`config.mk`:
```
export PLATFORM = sky130hd
export DESIGN_NAME = rtc_bus_arbiter
export DESIGN_NICKNAME = d
export VERILOG_FILES = /design/src/rtl/rtc_arb_pkg.sv /design/src/rtl/rtc_arb_prio.sv /design/src/rtl/rtc_bus_arbiter.sv
export SDC_FILE = /design/constraint.sdc
export NUM_CORES = 1
export LEC_CHECK = 0
export CORE_MARGIN = 1
export CORE_UTILIZATION = 39
export DETAILED_ROUTE_END_ITERATION = 8
export DONT_BUFFER_PORTS = 1
export PLACE_DENSITY = 0.6
export SYNTH_ARGS = -nofsm -noshare
export SYNTH_HDL_FRONTEND = slang
export SYNTH_HIERARCHICAL = 1
export SYNTH_SLANG_ARGS = --single-unit
```
`constraint.sdc`:
```
create_clock -name clk -period 2.65 [get_ports clk]
set_clock_uncertainty 0.2 [all_clocks]
set_input_delay 0.53 -clock clk [delete_from_list [all_inputs] [get_ports clk]]
set_output_delay 0.53 -clock clk [all_outputs]
set_load 0.005 [all_outputs]
```
`src/rtl/rtc_arb_pkg.sv`:
```
// Shared definitions for the RTC bus arbiter: FSM encoding, client indices
// and default timing parameters.
package rtc_arb_pkg;

  typedef enum logic [1:0] {
    IDLE  = 2'd0,
    ISSUE = 2'd1,
    WAIT  = 2'd2,
    DONE  = 2'd3
  } state_e;

  localparam int CLI_INIT  = 0;
  localparam int CLI_RESET = 1;
  localparam int CLI_WRITE = 2;
  localparam int CLI_READ  = 3;

  localparam int DEF_NREQ         = 4;
  localparam int DEF_TIMEOUT      = 255;
  localparam int DEF_STARVE_LIMIT = 8;

endpackage

```
`src/rtl/rtc_arb_prio.sv`:
```
// Fixed-priority one-hot picker (index 0 wins). With RTC_ARB_STARVE_GUARD_EN
// defined, a saturating counter forces a grant to the last client after
// STARVE_LIMIT grants to the others while it waits.
module rtc_arb_prio #(
  parameter int NREQ         = 4,
  parameter int STARVE_LIMIT = 8
)(
  input  logic            clk,
  input  logic            rst,
  input  logic [NREQ-1:0] req,
  input  logic            pick,
  output logic [NREQ-1:0] winner
);

  logic [NREQ-1:0] fixed_win;

  always_comb begin
    fixed_win = '0;
    for (int i = NREQ - 1; i >= 0; i--) begin
      if (req[i]) fixed_win = NREQ'(1) << i;
    end
  end

`ifdef RTC_ARB_STARVE_GUARD_EN
  localparam int CW = $clog2(STARVE_LIMIT + 1);

  logic [CW-1:0] starve_cnt;
  logic          starve;

  assign starve = req[NREQ-1] && (starve_cnt >= CW'(STARVE_LIMIT));
  assign winner = starve ? (NREQ'(1) << (NREQ - 1)) : fixed_win;

  // Counts only arbitration grants; a locked burst is one grant.
  always_ff @(posedge clk or posedge rst) begin
    if (rst) begin
      starve_cnt <= '0;
    end else if (!req[NREQ-1]) begin
      starve_cnt <= '0;
    end else if (pick) begin
      if (winner[NREQ-1])
        starve_cnt <= '0;
      else if (starve_cnt < CW'(STARVE_LIMIT))
        starve_cnt <= starve_cnt + 1'b1;
    end
  end
`else
  logic unused_guard;
  assign unused_guard = ^{clk, rst, pick};
  assign winner       = fixed_win;
`endif

endmodule

```
`src/rtl/rtc_bus_arbiter.sv`:
```
// Four-client arbiter/sequencer in front of the RTC protocol engine. Optional
// starvation guard for the periodic reader: RTC_ARB_STARVE_GUARD_EN.
module rtc_bus_arbiter
  import rtc_arb_pkg::*;
#(
  parameter int NREQ         = DEF_NREQ,
  parameter int TIMEOUT      = DEF_TIMEOUT,
  parameter int STARVE_LIMIT = DEF_STARVE_LIMIT
)(
  input  logic              clk,
  input  logic              Reset,
  input  logic [NREQ-1:0]   req,
  input  logic [NREQ-1:0]   lock,
  input  logic [8*NREQ-1:0] req_addr,
  input  logic [8*NREQ-1:0] req_wdata,
  input  logic [NREQ-1:0]   req_rnw,
  output logic [NREQ-1:0]   grant,
  output logic [NREQ-1:0]   ack,
  output logic              err,
  output logic [7:0]        rdata,
  output logic              busy,
  output logic              txn_start,
  output logic [7:0]        txn_addr,
  output logic [7:0]        txn_wdata,
  output logic              txn_rnw,
  input  logic              txn_done,
  input  logic [7:0]        txn_rdata
);

  state_e          state, nxt;
  logic [7:0]      tmo_cnt;
  logic [NREQ-1:0] winner, src;
  logic            pick, burst, tmo_hit;
  logic [7:0]      sel_addr, sel_wdata;
  logic            sel_rnw;

  assign pick    = (state == IDLE) && (|req);
  assign burst   = |(grant & lock & req);
  assign tmo_hit = (tmo_cnt == 8'(TIMEOUT));
  assign src     = (state == IDLE) ? winner : grant;

  rtc_arb_prio #(
    .NREQ         (NREQ),
    .STARVE_LIMIT (STARVE_LIMIT)
  ) u_prio (
    .clk    (clk),
    .rst    (Reset),
    .req    (req),
    .pick   (pick),
    .winner (winner)
  );

  // Field mux: the new winner in IDLE, the current owner on a burst re-issue.
  always_comb begin
    sel_addr  = '0;
    sel_wdata = '0;
    sel_rnw   = 1'b0;
    for (int i = 0; i < NREQ; i++) begin
      if (src[i]) begin
        sel_addr  = sel_addr  | req_addr[8*i +: 8];
        sel_wdata = sel_wdata | req_wdata[8*i +: 8];
        sel_rnw   = sel_rnw   | req_rnw[i];
      end
    end
  end

  always_ff @(posedge clk or posedge Reset) begin
    if (Reset) state <= IDLE;
    else       state <= nxt;
  end

  always_comb begin
    nxt = state;
    case (state)
      IDLE:    if (|req) nxt = ISSUE;
      ISSUE:   nxt = WAIT;
      WAIT:    if (txn_done || tmo_hit) nxt = DONE;
      DONE:    nxt = burst ? ISSUE : IDLE;
      default: nxt = IDLE;
    endcase
  end

  // Outputs are registered from the next state so they line up with it.
  always_ff @(posedge clk or posedge Reset) begin
    if (Reset) begin
      grant     <= '0;
      ack       <= '0;
      err       <= 1'b0;
      rdata     <= '0;
      busy      <= 1'b0;
      txn_start <= 1'b0;
      txn_addr  <= '0;
      txn_wdata <= '0;
      txn_rnw   <= 1'b0;
      tmo_cnt   <= '0;
    end else begin
      ack       <= '0;
      txn_start <= (nxt == ISSUE);
      busy      <= (nxt != IDLE);
      case (state)
        IDLE: begin
          if (|req) begin
            grant     <= winner;
            txn_addr  <= sel_addr;
            txn_wdata <= sel_wdata;
            txn_rnw   <= sel_rnw;
          end
        end
        ISSUE: tmo_cnt <= '0;
        WAIT: begin
          if (txn_done) begin
            rdata <= txn_rdata;
            err   <= 1'b0;
            ack   <= grant;
          end else if (tmo_hit) begin
            rdata <= '0;
            err   <= 1'b1;
            ack   <= grant;
          end else begin
            tmo_cnt <= tmo_cnt + 1'b1;
          end
        end
        DONE: begin
          if (burst) begin
            txn_addr  <= sel_addr;
            txn_wdata <= sel_wdata;
            txn_rnw   <= sel_rnw;
          end else begin
            grant <= '0;
          end
        end
        default: ;
      endcase
    end
  end

endmodule

```
## After elaboration in Yosys (flattened, before gate mapping)

Index checks and enable logic that the tools add are counted.

- Add/subtract/negate cells: 1
- Equality and inequality tests: 10
- Mux-type cells: 43
- Bitwise operators: 11
- Reduce and logical (&&, ||, !) cells: 12

Operator list:

| operator | count |
|---|---|
| $mux 8 | 16 |
| $or 8x8->8 | 6 |
| $pmux 8 s2 | 3 |
| $mux 4 | 10 |
| $mux 1 | 9 |
| $reduce_and 3->1 | 3 |
| $add 8x1->8 const B | 1 |
| $and 4x4->4 | 2 |
| $eq 8x8->1 const B | 1 |
| $ne 2x2->1 const B | 4 |
| $pmux 2 s4 | 1 |
| $pmux 4 s2 | 1 |
| $reduce_bool 2->1 | 4 |
| $reduce_or 4->1 | 2 |
| $eq 2x1->1 const B | 2 |
| $eq 2x2->1 const B | 2 |
| $mux 2 | 2 |
| $or 1x1->1 | 3 |
| $logic_not 2->1 | 1 |
| $ne 2x1->1 const B | 1 |
| $pmux 1 s2 | 1 |
| $reduce_and 2->1 | 1 |
| $logic_or 1x1->1 | 1 |

- Register bits: 46
- Input bits: 87
- Output and inout bits: 36
- Logic and storage cells: 88

## Logic depth before layout (Yosys ltp)

Gate-level depths: netlist of run 1.

- Depth after elaboration: 14
- Mapped depth: 8
- Gate-level depth less buffers: 7

## Hierarchy

Netlist of run 1, hierarchy kept.

Modules (own cells, without submodules):

| module | times used | cells an instance | area an instance (um2) |
|---|---|---|---|
| rtc_bus_arbiter | 1 | 218 | 2275.9 |
| rtc_arb_prio | 1 | 4 | 38.8 |

## Worst setup path before layout of run 1

OpenSTA, ideal clock, no wires.

- Path kind: register -> register
- From: register state[0]
- To: register txn_addr[7]
- Library setup time: 82 ps
- Arrival: 1573 ps
- Data required time: 2368 ps
- Slack: 795 ps
- Stages on the path, launching flop included: 8
- Path buffers: 1
- Clock period less this slack: 1855 ps
- Cell sequence: dfrtp_1 > inv_1 > ha_1 > a21o_1 > a41oi_4 > buf_4 > nor2_1 > a31oi_1

- Cells in the longest elaborated chain, start to end: 11
- Elaborated cells on any way between the ends: 17

Ends and longest elaborated chain:

| item | line | source |
|---|---|---|
| start, declared | rtc_bus_arbiter.sv:30 | `state_e state, nxt;` |
| start signal, assigned | rtc_bus_arbiter.sv:69 | `else state <= nxt;` |
| $logic_not 2->1 | rtc_bus_arbiter.sv:40, rtc_bus_arbiter.sv:100 |  |
| $mux 4 | rtc_bus_arbiter.sv:40 | `assign src = (state == IDLE) ? winner : grant;` |
| $mux 8 | rtc_bus_arbiter.sv:59 | `if (src[i]) begin` |
| $or 8x8->8 | rtc_bus_arbiter.sv:60 | `sel_addr = sel_addr \| req_addr[8*i +: 8];` |
| $mux 8 | rtc_bus_arbiter.sv:59 |  |
| $or 8x8->8 | rtc_bus_arbiter.sv:60 |  |
| $mux 8 | rtc_bus_arbiter.sv:59 |  |
| $or 8x8->8 | rtc_bus_arbiter.sv:60 |  |
| $mux 8 | rtc_bus_arbiter.sv:59 |  |
| $mux 8, on equally long branches | rtc_bus_arbiter.sv:124, rtc_bus_arbiter.sv:102 |  |
| $pmux 8 s2 | rtc_bus_arbiter.sv:100 | `case (state)` |
| end signal, assigned | rtc_bus_arbiter.sv:104 | `txn_addr <= sel_addr;` |
| end signal, assigned | rtc_bus_arbiter.sv:125 | `txn_addr <= sel_addr;` |
| end, declared | rtc_bus_arbiter.sv:23 | `output logic [7:0] txn_addr,` |

Several ways; a longest one is shown, not always the timed one. The select of a mux whose other input is x is not followed.
A chain may end at the register's enable or synchronous reset.

## Worst setup path after layout of run 1

- From: register state[0]
- To: register txn_wdata[5]

- Cells in the longest elaborated chain, start to end: 11
- Elaborated cells on any way between the ends: 17

Ends and longest elaborated chain:

| item | line | source |
|---|---|---|
| $logic_not 2->1 | rtc_bus_arbiter.sv:40, rtc_bus_arbiter.sv:100 |  |
| $mux 4 | rtc_bus_arbiter.sv:40 |  |
| $mux 8 | rtc_bus_arbiter.sv:59 |  |
| $or 8x8->8 | rtc_bus_arbiter.sv:61 | `sel_wdata = sel_wdata \| req_wdata[8*i +: 8];` |
| $mux 8 | rtc_bus_arbiter.sv:59 |  |
| $or 8x8->8 | rtc_bus_arbiter.sv:61 |  |
| $mux 8 | rtc_bus_arbiter.sv:59 |  |
| $or 8x8->8 | rtc_bus_arbiter.sv:61 |  |
| $mux 8 | rtc_bus_arbiter.sv:59 |  |
| $mux 8, on equally long branches | rtc_bus_arbiter.sv:124, rtc_bus_arbiter.sv:102 |  |
| $pmux 8 s2 | rtc_bus_arbiter.sv:100 |  |
| end signal, assigned | rtc_bus_arbiter.sv:105 | `txn_wdata <= sel_wdata;` |
| end signal, assigned | rtc_bus_arbiter.sv:126 | `txn_wdata <= sel_wdata;` |
| end, declared | rtc_bus_arbiter.sv:24 | `output logic [7:0] txn_wdata,` |

Several ways; a longest one is shown, not always the timed one. The select of a mux whose other input is x is not followed.

==> results_dict.tcl, run 1 <==
set metrics [dict create \
    outcome "completed" \
    cts-htree-levels 2 \
    cpLargestDelayFamily "compound AO/OA/AOI/OAI gates" \
    via_count 1777 \
    vias_per_cell 6.044 \
    grt_pass1_vias 1749 \
    area_growth_pct 7.538 \
    ys_warn_count 6 \
    dieArea_sq_um 6228 \
    grt_overflow 0 \
    cp_slowest_cell "o21ai_2" \
    path_clk_slew_ns 0.09 \
    drive_gt1_share_pct 10.36 \
    ios 123 \
    period_share_pct 83.80 \
    crit_required_ns 2.66 \
    synth_area_sq_um 2307 \
    rr_worst_depth 5 \
    grt_antenna_before_repair 0 \
    multi_input_area_sq_um 1045 \
    drt_iter0_drc 86 \
    totalWireLength_mm 5.445 \
    final_hold_viol_count 0 \
    post_cts_buffers 0 \
    startpoint_type "flop" \
    switching_share_pct 41.35 \
    rows 27 \
    critical_path_class "flop to flop" \
    cp_data_arrival_time_ns 2.24 \
    seqCellArea_sq_um 1151 \
    core-area_sq_um 5608 \
    max-cap-violations 0 \
    slew_violations 0 \
    min_period_ns 2.221 \
    gp_congestion 0.7521 \
    initial_core_util_pct 41.14 \
    synth_nets 313 \
    power.internal_w 0.001808 \
    grt_max_degree 47 \
    cp-endpoint "txn_wdata[5]$_DFFE_PP0P_" \
    netlist_instances 221 \
    worstMarginPinSlew_ns 0.7528 \
    setup_viol 0 \
    maxSlewHeadroom_pct 49.81 \
    die_height_microns 78.92 \
    timing.final.ws_setup_ns 0.4292 \
    setup.worst_path.end_class "flop" \
    die_w_microns 78.92 \
    dr.pass1.iters 5 \
    final_util_pct 44.24 \
    leakagePower_nw 1.018 \
    hold_path.class "input port to flop" \
    combinationalPowerShare_pct 43.4 \
    clkSinkCount 46 \
    reg2reg_from "state[0]$_DFF_PP0_" \
    tritoncts "built" \
    clock_tree.buffer_depth 2 \
    place_ws_ns 0.4666 \
    dp_hpwl_mm 3.956 \
    grt_pass1_wl_mm 8.549 \
    worstPathCellList "inv_1, ha_1, o21ai_2, a22oi_1, a31oi_1" \
    portBuffers 0 \
    path_depth 5 \
    drt_drc_violations_left 0 \
    critPathMaxFanout 17 \
    seqPwrFrac_pct 39.8 \
    syn_area_per_cell_sq_um 10.44 \
    reg2reg_to "txn_wdata[5]$_DFFE_PP0P_" \
    cpPeakStageDelay_ns 0.66 \
    crit_buf_inv 1 \
    rsz0062_at_grt "no" \
    fmax_ghz 0.4503 \
    crit_path_start "state[0]$_DFF_PP0_" \
    worstSkewPairLatency_ns 0.30 \
    finalNetCount 313 \
    grt_util_all_layers_pct 17.88 \
    antenna_left 0 \
    fill_cells 571 \
    cts-root-buf "clkbuf_8" \
    fin_setup_tns_ns 0 \
    power.switching_w 0.001275 \
    worst-r2r-setup-slack_ns 0.43 \
    cts_resized 0 \
    antenna_cells 0 \
    clockPowerShare_pct 16.7 \
    numCtsBuffers 5 \
    peakVddDrop_mv 0.5108 \
    routedWlPerCell_microns 18.52 \
    power.density_nw_per_um2 1243 \
]
## worst min path at each step
stage | endpoint | depth (start not counted) | slack [ns] | from
final | grant[0]$_DFFE_PP0P_ | 1 | 0.16 | req[0]
after detailed placement | rdata[3]$_DFFE_PP0P_ | 2 | 0.28 | Reset
after CTS | grant[0]$_DFFE_PP0P_ | 1 | 0.16 | req[0]
after global placement | rdata[3]$_DFFE_PP0P_ | 2 | 0.27 | Reset
after global routing | rdata[4]$_DFFE_PP0P_ | 1 | 0.16 | txn_rdata[4]
after floorplan | err$_DFFE_PP0P_ | 2 | 0.29 | err$_DFFE_PP0P_
## stage by stage
stage	hold WS, ns	instance area (sq um)	power [W]	cells
floorplan	0.2859	2307	0.002363	221
global placement	0.2738	2362	0.002565	285
detailed placement	0.2757	2362	0.002602	285
CTS	0.1555	2481	0.003124	294
global route	0.1568	2481	0.003362	294
finish	0.1633	2481	0.003084	294
## state kept, by name, indices dropped and copies added, names as in the netlist
| name | flops |
|---|---|
| rdata | 8 |
| tmo_cnt | 8 |
| txn_addr | 8 |
| txn_wdata | 8 |
| ack | 4 |
| grant | 4 |
| state | 2 |
| busy | 1 |
| err | 1 |
| txn_rnw | 1 |
| txn_start | 1 |
## layer usage
layer	vias to the layer above	GRT usage, %	wire (microns)
met5	-	0	0
li1	828	-	-
met1	848	22.45	2424
met3	10	4.943	342
met4	0	6.000	82
met2	91	29.65	2596
## power groups by stage
stage / logic, W / registers [W] / clock network [W]
after detailed placement: 0.00136 / 0.00124 / 0
after CTS: 0.00135 / 0.00123 / 0.000536
after global placement: 0.00132 / 0.00124 / 0
final: 0.00134 / 0.00123 / 0.000516
after floorplan: 0.00119 / 0.00117 / 0
after global routing: 0.00153 / 0.00127 / 0.000567
## cell type report
cell class / instances / area share (%)
clock buffer: 5 / 2.774
clock inverter: 3 / 1.614
inverter: 9 / 1.362
multi-input combinational: 154 / 42.11
sequential: 46 / 46.39
tap: 72 / 3.631
timing repair buffer: 5 / 2.118
## repair_timing
item,CTS,global route
setup endpoints to repair,0,0
hold endpoints to repair,46,0
hold buffers,1,0
## cell usage in the layout (no fill, tap or decap), drive strengths merged, types with 2 or more instances in the layout
cell type  count
xnor2          3
a211oi         3
and3           3
a21oi          5
nand2b         2
a22oi         34
o21ai          8
a22o          12
xor2           2
nor2          29
buf            4
a31oi         19
clkbuf         5
nand3          6
nand2          6
clkinv         2
dfrtp         46
ha             5
nor2b          2
o2111ai        2
inv            9
and2b          2
## worst reg2reg max path, cell delays in order (launching register included)
cell and delay (ns):
dfrtp_1 0.40, inv_1 0.09, ha_1 0.35, o21ai_2 0.66, a22oi_1 0.21, a31oi_1 0.23
No activity file was read; power rests on OpenSTA's default activity.
==> run 2: changes to the inputs <==
Clock period 2.65 ns to 2.1 ns, I/O delays scaled along.
==> results_dict.tcl, run 2 (synthesized netlist as in run 1, its figures left out) <==
set metrics [dict create \
    outcome "completed" \
    portBuffers 0 \
    worst-r2r-setup-slack_ns 0.13 \
    worstSkewPairLatency_ns 0.29 \
    rows 27 \
    clkSinkCount 46 \
    tritoncts "built" \
    cts-root-buf "clkbuf_8" \
    worstMarginPinSlew_ns 0.5063 \
    cp_data_arrival_time_ns 1.98 \
    clock_tree.buffer_depth 2 \
    area_growth_pct 11.28 \
    final_cell_mix "dfrtp_1, a22oi_1, nor2_1" \
    holdWs_ns 0.06828 \
    gp_congestion 0.7636 \
    finalNetCount 315 \
    final_cell_area_sq_um 2567 \
    critPathMaxFanout 34 \
    ios 123 \
    vias_per_cell 5.966 \
    peakVddDrop_mv 0.8179 \
    grt_pass1_vias 1723 \
    cpPeakStageDelay_ns 0.42 \
    min_period_ns 1.967 \
    grt-busiest-layer "met2" \
    fmax_ghz 0.5085 \
    min_path_cells 1 \
    reg2reg_to "txn_wdata[1]$_DFFE_PP0P_" \
    period_share_pct 93.65 \
    max-cap-violations 0 \
    cts-htree-levels 2 \
    grt_antenna_before_repair 0 \
    grt_max_degree 35 \
    core-area_sq_um 5608 \
    critical_path_class "flop to flop" \
    startpoint_type "flop" \
    initial_core_util_pct 41.14 \
    via_count 1766 \
    place_ws_ns -0.1362 \
    finalPower_w 0.004183 \
    final_hold_viol_count 0 \
    maxSlewHeadroom_pct 66.12 \
    drt_iter0_drc 69 \
    timing.final.ws_setup_ns 0.1333 \
    grt_overflow 0 \
    antenna_left 0 \
    routedWlPerCell_microns 18.95 \
    cp_slowest_cell "dfrtp_1" \
    crit_buf_inv 2 \
    dp_hpwl_mm 4.117 \
    drive_gt1_share_pct 12.05 \
    dr.pass1.iters 4 \
    rsz0062_at_grt "yes" \
    leakagePower_nw 1.043 \
    die_height_microns 78.92 \
    cpLargestDelayFamily "compound AO/OA/AOI/OAI gates" \
    antenna_cells 0 \
    post_cts_buffers 0 \
    path_clk_slew_ns 0.08 \
    slew_violations 0 \
    final_common_cell "dfrtp_1" \
    die_w_microns 78.92 \
    place_area_sq_um 2377 \
    drt_drc_violations_left 0 \
    grt_util_met1_pct 22.46 \
    hold_path.class "input port to flop" \
    grt_pass1_wl_mm 8.528 \
    dieArea_sq_um 6228 \
    power.density_nw_per_um2 1629 \
    setup.worst_path.end_class "flop" \
    reg2reg_from "state[0]$_DFF_PP0_" \
    hold_end "rdata[4]$_DFFE_PP0P_" \
    totalWireLength_mm 5.608 \
    grt_util_all_layers_pct 17.99 \
    hold_start "txn_rdata[4]" \
    rr_worst_depth 7 \
    crit_required_ns 2.11 \
    numCtsBuffers 5 \
    setup_viol 0 \
    grtUsageMet2_pct 31.13 \
    met3_usage_pct 4.828 \
    worstPathCellList "inv_1, ha_2, a21o_1, a41oi_4, buf_12, nor2_1, a31oi_1" \
]
[run 2: where the power goes]
group          switching [W]  total, W  internal, W
registers           0.000301   0.00156      0.00125
clock network       0.000294  0.000801     0.000508
logic                0.00106   0.00183     0.000763
total                0.00166   0.00418      0.00253
[run 2: worst max-delay path by stage]
stage | start | end | cells past startpoint
6_report | state[0]$_DFF_PP0_ | txn_wdata[1]$_DFFE_PP0P_ | 7
5_1_grt | state[0]$_DFF_PP0_ | txn_addr[4]$_DFFE_PP0P_ | 6
4_1_cts | state[0]$_DFF_PP0_ | tmo_cnt[7]$_DFFE_PP0P_ | 7
3_5_place_dp | state[0]$_DFF_PP0_ | txn_wdata[6]$_DFFE_PP0P_ | 5
3_3_place_gp | state[0]$_DFF_PP0_ | txn_wdata[0]$_DFFE_PP0P_ | 5
2_1_floorplan | state[0]$_DFF_PP0_ | txn_addr[7]$_DFFE_PP0P_ | 7
[run 2: area by class of cell]
type | count | area (sq um)
Tap cell | 72 | 90.09
Clock inverter | 2 | 60.06
Clock buffer | 6 | 82.58
Multi-Input combinational cell | 154 | 1082
Fill cell | 563 | 3040
Timing Repair Buffer | 7 | 67.56
Sequential cell | 46 | 1151
Inverter | 9 | 33.78
[run 2: routing by layer]
metal | routed length, microns | up-vias | share of wire, %
li1 | - | 832 | -
met1 | 2419 | 846 | 43
met2 | 2799 | 86 | 50
met3 | 370 | 2 | 6.6
met4 | 19 | 0 | 0.34
met5 | 0 | - | 0
[run 2: repair_timing]
| action | 4_1_cts | 5_1_grt |
|---|---|---|
| endpoints found under the hold margin | 21 | 0 |
| resized for setup | 5 | 1 |
| hold buffers | 1 | 0 |
| setup endpoints to repair | 17 | 3 |
[run 2: worst reg2reg max path, stage by stage, from the launching register on]
cell	delay, ns
dfrtp_1	0.42
inv_1	0.11
ha_2	0.30
a21o_1	0.21
a41oi_4	0.22
buf_12	0.21
nor2_1	0.06
a31oi_1	0.15
[run 2: stage by stage]
| stage | util, % | std cells | TNS, ns |
|---|---|---|---|
| CTS | 45.69 | 296 | 0 |
| finish | 45.78 | 296 | 0 |
| global route | 45.78 | 296 | -0.03689 |
| detailed placement | 42.39 | 287 | -1.838 |
| global placement | 42.39 | 287 | -0.7020 |
| floorplan | - | 221 | 0 |
